<file path="src/rtl/ram_1r1w_masked.sv">
// One-read/one-write masked RAM with per-entry valid bits and write-to-read forwarding.
// Latency: read data and R0_valid are registered, 1 cycle after the request edge.
// Backpressure: none; every read and write request completes in the cycle it is sampled.
module ram_1r1w_masked #(
    parameter int DEPTH     = 2,
    parameter int WIDTH     = 81,
    parameter int MASK_GRAN = 81,
    localparam int AW       = ($clog2(DEPTH) > 1) ? $clog2(DEPTH) : 1,
    localparam int NLANES   = WIDTH / MASK_GRAN
) (
    input  logic              clock,
    input  logic              reset,
    input  logic [AW-1:0]     R0_addr,
    input  logic              R0_en,
    output logic [WIDTH-1:0]  R0_data,
    output logic              R0_valid,
    input  logic [AW-1:0]     W0_addr,
    input  logic              W0_en,
    input  logic [WIDTH-1:0]  W0_data,
    input  logic [NLANES-1:0] W0_mask
);

    localparam logic [AW:0] DEPTH_L = (AW+1)'(DEPTH);

    logic [WIDTH-1:0] mem [DEPTH];
    logic [DEPTH-1:0] valid;

    logic             rd_in_range;
    logic             wr_in_range;
    logic             wr_fire;
    logic [WIDTH-1:0] rd_stored;
    logic [WIDTH-1:0] rd_next;

    assign rd_in_range = ({1'b0, R0_addr} < DEPTH_L);
    assign wr_in_range = ({1'b0, W0_addr} < DEPTH_L);
    // An all-zero mask must not mark the entry valid, so it counts as no write at all.
    assign wr_fire     = W0_en && wr_in_range && (|W0_mask);

    // Post-write view of the read address: stored (or zero if never written), overlaid with written lanes.
    always_comb begin
        rd_stored = '0;
        if (rd_in_range && valid[R0_addr]) begin
            rd_stored = mem[R0_addr];
        end
        rd_next = rd_stored;
        if (wr_fire && (W0_addr == R0_addr)) begin
            for (int i = 0; i < NLANES; i++) begin
                if (W0_mask[i]) begin
                    rd_next[i*MASK_GRAN +: MASK_GRAN] = W0_data[i*MASK_GRAN +: MASK_GRAN];
                end
            end
        end
    end

    // Array contents are deliberately not reset; reset only gates the write enable.
    always_ff @(posedge clock) begin
        if (!reset && wr_fire) begin
            for (int i = 0; i < NLANES; i++) begin
                if (W0_mask[i]) begin
                    mem[W0_addr][i*MASK_GRAN +: MASK_GRAN] <= W0_data[i*MASK_GRAN +: MASK_GRAN];
                end
            end
        end
    end

    always_ff @(posedge clock or posedge reset) begin
        if (reset) begin
            valid    <= '0;
            R0_data  <= '0;
            R0_valid <= 1'b0;
        end else begin
            if (wr_fire) begin
                valid[W0_addr] <= 1'b1;
            end
            R0_valid <= R0_en;
            if (R0_en) begin
                R0_data <= rd_next;
            end
        end
    end

endmodule

</file>
<file path="config.mk">
export PLATFORM = sky130hd
export DESIGN_NAME = ram_1r1w_masked
export DESIGN_NICKNAME = d
export VERILOG_FILES = /design/src/rtl/ram_1r1w_masked.sv
export SDC_FILE = /design/constraint.sdc
export NUM_CORES = 1
export LEC_CHECK = 0
export ABC_AREA = 1
export CORE_MARGIN = 4
export CORE_UTILIZATION = 35
export DETAILED_ROUTE_END_ITERATION = 16
export DONT_BUFFER_PORTS = 1
export SLEW_MARGIN = 40
export SYNTH_ARGS = -nofsm -noshare
export SYNTH_HDL_FRONTEND = slang
export SYNTH_SLANG_ARGS = --single-unit
export TNS_END_PERCENT = 10
</file>
<file path="constraint.sdc">
create_clock -name clock -period 3.3 [get_ports clock]
set_input_delay 0.33 -clock clock [delete_from_list [all_inputs] [get_ports clock]]
set_output_delay 0.33 -clock clock [all_outputs]
set_load 0.03 [all_outputs]
</file>
==> results of run 1 <==
==> power by group through the flow <==
stage,logic [mW],clock network (mW),registers [mW]
CTS,0.613,3.19,3.88
floorplan,0.407,0,3.90
global placement,0.476,0,3.94
detailed placement,0.492,0,3.94
global route,0.698,3.31,3.90
finish,0.602,3.11,3.87
==> flip-flops by register name, summed over array words and instances (netlist names) <==
name and count:
R0_valid 1, mem 162, valid 2, R0_data 81
==> routing by layer <==
metal | GRT usage (%) | vias up | part of all wire, %
met4 | 3.90 | 0 | 2.1
met2 | 28.5 | 221 | 49
met1 | 19.7 | 3551 | 41
met3 | 4.46 | 43 | 7.5
li1 | - | 3763 | -
met5 | 0 | - | 0
==> synthesized netlist by cell type <==
| cell type | count |
|---|---|
| inv_2 | 3 |
| nand3_1 | 162 |
| nand2_1 | 575 |
| edfxtp_1 | 162 |
| inv_1 | 83 |
| nand2_2 | 1 |
| nor3_1 | 2 |
| buf_1 | 5 |
| o21bai_1 | 2 |
| dfrtp_1 | 84 |
| clkbuf_1 | 28 |
| buf_4 | 9 |
| nand3_2 | 1 |
| buf_2 | 25 |
==> per-stage QoR <==
step | util (%) | worst slack [ns] | cell area, um^2 | std cells | setup TNS, ns
detailed placement | 36.8 | 1.17 | 11000 | 1473 | 0
global placement | 36.7 | 1.22 | 10900 | 1473 | 0
CTS | 42.8 | 1.73 | 12800 | 1609 | 0
global route | 42.8 | 1.59 | 12800 | 1610 | 0
floorplan | - | -0.796 | 10600 | 1142 | -128.89
finish | 42.8 | 1.71 | 12800 | 1610 | 0
==> timing repair <==
action                                 CTS  global route
buffers inserted                         0             0
endpoints found under the hold margin  310             0
hold buffers                            84             0
gates resized for setup                  0             0
==> final timing paths <==
check / from / endpoint
max: W0_mask / R0_data[50]
min: W0_data[68] / R0_data[68]
max reg2reg: valid[0] / R0_data[32]
min reg2reg: valid[1] / valid[1]
max in group asynchronous: reset / R0_data[25]
min in group asynchronous: reset / R0_data[63]
==> layout make-up <==
| class | instances | area, um^2 |
|---|---|---|
| Clock buffer | 44 | 852 |
| Tap cell | 390 | 488 |
| Fill cell | 2851 | 17000 |
| Sequential cell | 246 | 6970 |
| Timing Repair Buffer | 92 | 960 |
| Clock inverter | 8 | 86.3 |
| Antenna cell | 1 | 2.50 |
| Multi-Input combinational cell | 743 | 3070 |
| Inverter | 86 | 332 |
==> worst max-delay path, delay by kind of cell <==
| family | cells | cell delay (ns) |
|---|---|---|
| buffers and inverters | 2 | 0.73 |
| AND/OR/NAND/NOR | 5 | 0.91 |
==> cell families after synthesis <==
group,after synthesis,synth area share [%]
simple gates,741,28.2
flops,246,65.6
buf+inv,153,6.02
compound gates,2,0.141
==> metrics.md, run 1 <==
| Metric | Value |
|---|---|
| Largest net degree at the start of global routing | 86 |
| Seq/Total Area, Yosys | 65.6% |
| Cells after Synth | 1142 |
| Synthesized area per cell | 9.30 um^2 |
| Antenna Nets Post-Route | 0 |
| Pint | 5.62 mW |
| DR vias/cell | 4.71 |
| Slew Limit Fails | 0 |
| GRT Total Usage | 16.1% |
| Die area | 33200 um^2 |
| Total gr overflow | 0 |
| RSZ-0062 raised after global routing | no |
| P per Cell Area | 595 nW/um^2 |
| CP max stage delay | 0.58 ns |
| Sw frac | 25.8% |
| Vias in the first global route | 7884 |
| # DRC | 0 |
| Cell Rows | 63 |
| Yosys top cell area share | 45.8% |
| Setup Skew | 0.0133 ns |
| Area Overhead vs Synth | 20.2% |
| P_leak | 5.96 nW |
| Power share of the sequential group | 51.1% |
| Clk buf depth | 3 |
| GP Congestion | 0.725 |
| Slowest-stage cell, CP | buf_4 |
| Comb power frac | 7.9% |
| Most common cell after layout, fill and taps aside | nand2_1 |
| Number of clock sinks | 246 |
| Root Driver | clkbuf_16 |
| Drt first pass iters | 5 |
| Crit-path most repeated cell | nand2_1 |
| Crit path launch type | input port |
| Register bit count reported by yosys | 246 |
| Drt wl/cell | 16.9 um |
| Synth Warn # | 0 |
| Reg2reg setup slack | 1.82 ns |
| Final period utilization | 48.3% |
| Worst setup EP type | flip-flop |
| Hold Path Class | in -> reg |
| Most frequent cells in the layout | nand2_1 (574), nand3_1 (162), edfxtp_1 (162) |
| I/O pin count | 170 |
| Worst-Margin Slew | 0.752 ns |
| Die W | 182 um |
| Area contributors post-synth | edfxtp_1 (46%), nand2_1 (20%), dfrtp_1 (20%) |
| CTS Buf Count | 28 |
| Required @ worst endpoint | 3.71 ns |
| Max Fclk | 0.627 GHz |
| Crit-path cells | nand2_1 -> clkinv_2 -> nand3_4 -> buf_4 -> nand2_1 -> nand3_1 -> nand2_1 |
| H-tree depth | 1 |
| CTS tree | built |
| Vias | 7578 |
| Hold depth | 4 |
| Total wire length | 27.2 mm |
| Crit Path Class | in -> reg |
| Slew headroom | 49.8% |
| Status | completed |
| R2R cell count | 6 |
| Net switching power | 1.96 mW |
| Fin crit period | 1.59 ns |
| Detail Placement HPWL | 13.8 mm |
| Post-Syn Nets | 1230 |
| Worst-path maximum fanout | 44 |
| Max-capacitance violation count | 0 |
| Die Y | 182 um |
| Initial antenna violation count | 1 |
| Largest area contributor in the netlist | edfxtp_1 |
| Total core area | 29800 um^2 |
| Global-route wire length before repair | 43.4 mm |
| Final #Nets | 1285 |
| Final Total Pwr | 7.58 mW |
| Yosys cell types | 14 |
| Cell Area, Synth | 10600 um^2 |
| Layout cells sized above 1 | 4.84% |
| Initial drt markers | 420 |
| Port Buffer Count | 0 |
| Share of total power in the clock network | 41.0% |
| Min Hold Slack | 0.0306 ns |
| Arrival @ worst endpoint | 2.01 ns |
| Hold Violations, Final | 0 |
| Starting density of the core | 35.6% |
| Final setup violation count | 0 |
| Worst-path clk slew | 0.06 ns |
| Peak supply drop | 0.409 mV |
| Worst skew pair latency | 0.53 ns |
Note: power is estimated with default switching activity, not from simulation.
==> inputs of run 2 (changes only) <==
- clock period: 3.3 -> 1.4 ns (I/O delays scaled with it)
==> run 2 against run 1 <==
Compared with the run above:
- the flow now finishes with violations (hold timing)
- first-iteration DRC count grew 15%
- setup slack got worse by 1.7 ns
- highest routed layer unchanged
- utilization up 0.56 points
- die area is the same
- register-to-register slack worse by 1.7 ns
- global-route usage shrank 0.22 points
- critical endpoint is now mem[0][55]
- critical path type unchanged
- total power rose by 130%
==> metrics.md, run 2 (same netlist as run 1, synthesis figures left out) <==
| Metric | Value |
|---|---|
| Die Y | 182 um |
| Final TNS setup | 0 ns |
| Clk buf depth | 3 |
| Status | finished with violations |
| Setup slack after layout | 0.0272 ns |
| CTS Buf Count | 27 |
| Worst hold start | R0_en |
| Number of clock sinks | 246 |
| Initial antenna violation count | 0 |
| Min Hold Slack | -0.323 ns |
| Starting density of the core | 35.6% |
| Setup Skew | 0.0220 ns |
| Final period utilization | 98.1% |
| Worst setup EP type | flip-flop |
| Max-capacitance violation count | 0 |
| Crit path buffers/inverters | 2 |
| Most common cell after layout, fill and taps aside | nand2_1 |
| H-tree depth | 1 |
| Hold Violations, Final | 82 |
| RR Startpoint | valid[0] |
| Fin area | 12900 um^2 |
| RSZ-0062 raised after global routing | yes |
| Worst-path maximum fanout | 52 |
| Required @ worst endpoint | 1.59 ns |
| CTS tree | built |
| Slew headroom | 68.4% |
| Layout cells sized above 1 | 5.52% |
| Die area | 33200 um^2 |
| Final Total Pwr | 17.5 mW |
| Reg2reg setup slack | 0.14 ns |
| Stages on worst setup path | 4 |
| Layout Cells excl Fill | 1621 |
| Crit Path Class | in -> reg |
| Drt first pass iters | 5 |
| Vias in the first global route | 7853 |
| Worst-Margin Slew | 0.474 ns |
| Hold depth | 0 |
| Placed Cells incl. Taps | 1484 |
| Largest regs | mem: 162 flops, R0_data: 81 flops, valid: 2 flops |
| Total core area | 29800 um^2 |
| FF-to-FF End | R0_data[45] |
| Global-route wire length before repair | 43.0 mm |
| CTS Hold Bufs | 87 |
| Total gr overflow | 0 |
| Worst-path clk slew | 0.06 ns |
| GP Congestion | 0.725 |
| Pre-CTS setup slack | 0.171 ns |
| Root Driver | clkbuf_16 |
| Peak supply drop | 0.860 mV |
| Slowest-stage cell, CP | dlygate4sd3_1 |
| Final core occ | 43.4% |
| DP Area | 11200 um^2 |
| Failing checks | hold timing |
| Cell Rows | 63 |
| Initial drt markers | 485 |
| Detail Placement HPWL | 14.9 mm |
| Port Buffer Count | 0 |
| Final setup violation count | 0 |
| Crit path launch type | input port |
| Slew Limit Fails | 0 |
| Fin crit period | 1.37 ns |
| Hold Path End | R0_valid |
| DR vias/cell | 4.75 |
| Area Overhead vs Synth | 21.7% |
| Reg with most FFs | mem |
| Largest net degree at the start of global routing | 86 |
| Antenna cells | 0 |
| Total wire length | 26.7 mm |
| Max Fclk | 0.728 GHz |
| Arrival @ worst endpoint | 1.56 ns |
| Fill cell count | 2823 |
| Max reg flops | 162 |
| I/O pin count | 170 |
| CP max stage delay | 0.64 ns |
| Die W | 182 um |
| P per Cell Area | 1350 nW/um^2 |
| Final #Nets | 1299 |
| Worst skew pair latency | 0.54 ns |
| Vias | 7695 |
| Most frequent cells in the layout | nand2_1 (573), nand3_1 (162), edfxtp_1 (162) |
| Drt wl/cell | 16.5 um |
| GRT Total Usage | 15.9% |
| P_leak | 6.04 nW |
| Crit-path cells | dlygate4sd3_1 -> nand2_8 -> nor3_4 -> buf_12 |
| Hold Path Class | in -> reg |
| Crit-path leading delay family | buffers and inverters |
| # DRC | 0 |
| Antenna Nets Post-Route | 0 |
| R2R cell count | 7 |
## run 2: cell count changes in the layout (fill, tap and decap cells not counted), sizes merged
cell,previous run,this run
clkbuf,44,39
diode,1,0
buf,9,19
clkinv,9,10
inv,83,85
dlygate4sd3,83,87
## run 2: metal layers
| metal | vias to the layer above | GRT usage (%) | wire length (um) |
|---|---|---|---|
| met5 | - | 0 | 0 |
| met4 | 0 | 3.39 | 570 |
| met3 | 34 | 3.65 | 1390 |
| met2 | 172 | 27.7 | 13100 |
| met1 | 3704 | 20.4 | 11600 |
| li1 | 3785 | - | - |
## run 2: final cells by class
cell class	instances	area (um^2)	share of cell area [%]
clock buffers	38	737	5.70
clock inverters	11	106	0.823
inverters	86	328	2.54
multi-input cells	743	3070	23.7
flip-flops and latches	246	6970	53.9
well taps	390	488	3.78
repair buffers	107	1230	9.52
## run 2: power breakdown
| part | total, mW | switching [mW] | internal, mW | leakage (nW) |
|---|---|---|---|---|
| Combinational | 1.50 | 0.914 | 0.586 | 3.09 |
| Clock | 6.83 | 2.81 | 4.02 | 0.417 |
| Sequential | 9.12 | 0.897 | 8.23 | 2.53 |
| Total | 17.5 | 4.62 | 12.8 | 6.04 |
## run 2: worst max-delay path by stage
| stage | start | endpoint | slack (ns) |
|---|---|---|---|
| floorplan | W0_addr | mem[1][0] | -1.21 |
| global placement | valid[1] | R0_data[30] | 0.19 |
| detailed placement | valid[0] | R0_data[30] | 0.17 |
| CTS | W0_addr | mem[1][54] | 0.05 |
| global route | W0_en | mem[0][44] | -0.0005 |
| finish | W0_en | mem[0][55] | 0.03 |
## run 2: timing repair
action                     in CTS  in global routing
setup buffers                   0                  0
hold endpoints to repair      355                 82
setup endpoints to repair       0                 13
resized for setup               0                  1
==> inputs of run 3 (changes only) <==
- SETUP_SLACK_MARGIN: not set -> 0.15
==> run 3 against run 2 <==
Compared with the run above:
- die area is the same
- non-clock buffer count grew 6
- total power increased by 0.39%
- the run still ends with hold timing left
- first-iteration DRC count up 1.6%
- critical path type unchanged
- sequential share of layout area decreased by 0.54 points
- wire length up 2.6%
- cell area rose by 1.1%
==> metrics.md, run 3 (same netlist as run 1, synthesis figures left out) <==
| Metric | Value |
|---|---|
| Min Hold Slack | -0.324 ns |
| Reg with most FFs | mem |
| Arrival @ worst endpoint | 1.47 ns |
| Global-route wire length before repair | 43.0 mm |
| Required @ worst endpoint | 1.60 ns |
| Worst-path clk slew | 0.06 ns |
| Final period utilization | 90.4% |
| Crit path buffers/inverters | 2 |
| H-tree depth | 1 |
| Max reg flops | 162 |
| Status | finished with violations |
| Vias | 7725 |
| DR vias/cell | 4.75 |
| Total wire length | 27.4 mm |
| Peak supply drop | 0.845 mV |
| GRT Total Usage | 15.9% |
| Antenna Nets Post-Route | 0 |
| Starting density of the core | 35.6% |
| Root Driver | clkbuf_16 |
| Hold Violations, Final | 82 |
| Initial drt markers | 493 |
| RSZ-0062 raised after global routing | yes |
| RR Startpoint | valid[0] |
| Worst setup EP type | flip-flop |
| Slew Limit Fails | 0 |
| Slowest-stage cell, CP | dlygate4sd3_1 |
| Worst-Margin Slew | 0.480 ns |
| Die area | 33200 um^2 |
| Drt wl/cell | 16.8 um |
| Most common cell after layout, fill and taps aside | nand2_1 |
| CTS Buf Count | 27 |
| Layout cells sized above 1 | 6.62% |
| Final #Nets | 1306 |
| P per Cell Area | 1340 nW/um^2 |
| Total core area | 29800 um^2 |
| Number of clock sinks | 246 |
| Detail Placement HPWL | 14.9 mm |
| P_leak | 6.09 nW |
| Failing checks | hold timing |
| Worst skew pair latency | 0.54 ns |
| Max Fclk | 0.790 GHz |
| Total gr overflow | 0 |
| GP Congestion | 0.725 |
| Clk buf depth | 3 |
| Antenna cells | 0 |
| Final setup violation count | 0 |
| CTS tree | built |
| Die W | 182 um |
| CTS Hold Bufs | 87 |
| Pre-CTS setup slack | 0.171 ns |
| Most frequent cells in the layout | nand2_1 (569), edfxtp_1 (162), nand3_1 (161) |
| Die Y | 182 um |
| Crit-path cells | dlygate4sd3_1 -> nor3_4 -> buf_12 |
| Fin crit period | 1.27 ns |
| Crit path launch type | input port |
| I/O pin count | 170 |
| Final TNS setup | 0 ns |
| Setup slack after layout | 0.134 ns |
| Vias in the first global route | 7854 |
| Port Buffer Count | 0 |
| Crit Path Class | in -> reg |
| Final core occ | 43.8% |
| Critical path origin | reset |
| Largest regs | mem: 162 flops, R0_data: 81 flops, valid: 2 flops |
| Worst-path maximum fanout | 44 |
| Drt first pass iters | 5 |
| Setup Skew | 0.0219 ns |
| Crit-path leading delay family | buffers and inverters |
| Initial antenna violation count | 0 |
| Max-capacitance violation count | 0 |
| Fill cell count | 2806 |
| Hold Path Class | in -> reg |
| Slew headroom | 68.0% |
| Area Overhead vs Synth | 23.0% |
| Cell Rows | 63 |
| # DRC | 0 |
| Largest net degree at the start of global routing | 86 |
| Worst hold start | R0_en |
| CP max stage delay | 0.65 ns |
==> run 3: cell types whose count changed in the layout (fill, tap and decap cells not counted) <==
| cell | previous run | this run |
|---|---|---|
| nand2_2 | 0 | 2 |
| buf_6 | 1 | 0 |
| nand2_4 | 2 | 4 |
| nand3_1 | 162 | 161 |
| nand3_2 | 0 | 1 |
| dfrtp_2 | 0 | 2 |
| nand2_1 | 573 | 569 |
| nand2_8 | 1 | 2 |
| buf_4 | 3 | 7 |
| buf_12 | 15 | 16 |
| dfrtp_1 | 84 | 82 |
| clkbuf_16 | 28 | 30 |
==> run 3: final timing paths <==
path / cells after the start / endpoint / slack [ns]
setup / recovery: 3 / mem[1][55] / 0.13
hold / removal: 0 / R0_valid / -0.32
setup reg to reg: 2 / valid[0] / 0.15
hold reg to reg: 6 / R0_data[64] / 0.64
max in group asynchronous: 3 / R0_data[3] / 0.59
min in group asynchronous: 2 / R0_data[72] / 0.22
==> run 3: power by group <==
| part | internal [mW] | total, mW | leakage, nW | switching (mW) |
|---|---|---|---|---|
| Combinational | 0.617 | 1.55 | 3.14 | 0.935 |
| Sequential | 8.23 | 9.13 | 2.53 | 0.897 |
| Clock | 4.02 | 6.84 | 0.417 | 2.82 |
| Total | 12.9 | 17.5 | 6.09 | 4.65 |
==> run 3: metrics by stage <==
step / power, mW / std cells / cell area (um^2) / hold slack (ns)
final: 17.5 / 1628 / 13100 / -0.324
after global placement: 10.5 / 1484 / 11200 / 0.0778
after detailed placement: 10.5 / 1484 / 11200 / 0.0843
after global routing: 18.3 / 1628 / 13100 / -0.359
after CTS: 17.6 / 1620 / 12900 / -0.364
after floorplan: 10.1 / 1142 / 10700 / 0.171
==> run 3: area by class of cell <==
class | instances | area [um^2] | share of cell area, %
sequential | 246 | 6970 | 53.4
multi-input combinational | 744 | 3110 | 23.8
clock buffer | 38 | 737 | 5.64
tap | 390 | 488 | 3.74
timing repair buffer | 113 | 1320 | 10.1
inverter | 86 | 328 | 2.51
clock inverter | 11 | 106 | 0.814
==> run 3: per-layer routing <==
metal | track usage (%) | share of wire (%) | vias to the layer above
li1 | - | - | 3797
met2 | 27.7 | 48 | 215
met3 | 3.57 | 6.0 | 35
met5 | 0 | 0 | -
met1 | 20.5 | 44 | 3678
met4 | 3.39 | 2.1 | 0
==> run 3: repair_timing <==
item | 4_1_cts | 5_1_grt
hold endpoints to repair | 355 | 82
setup endpoints to repair | 9 | 141
buffers inserted | 0 | 4
cloned | 0 | 4
pin swaps | 0 | 4
resized for setup | 1 | 10
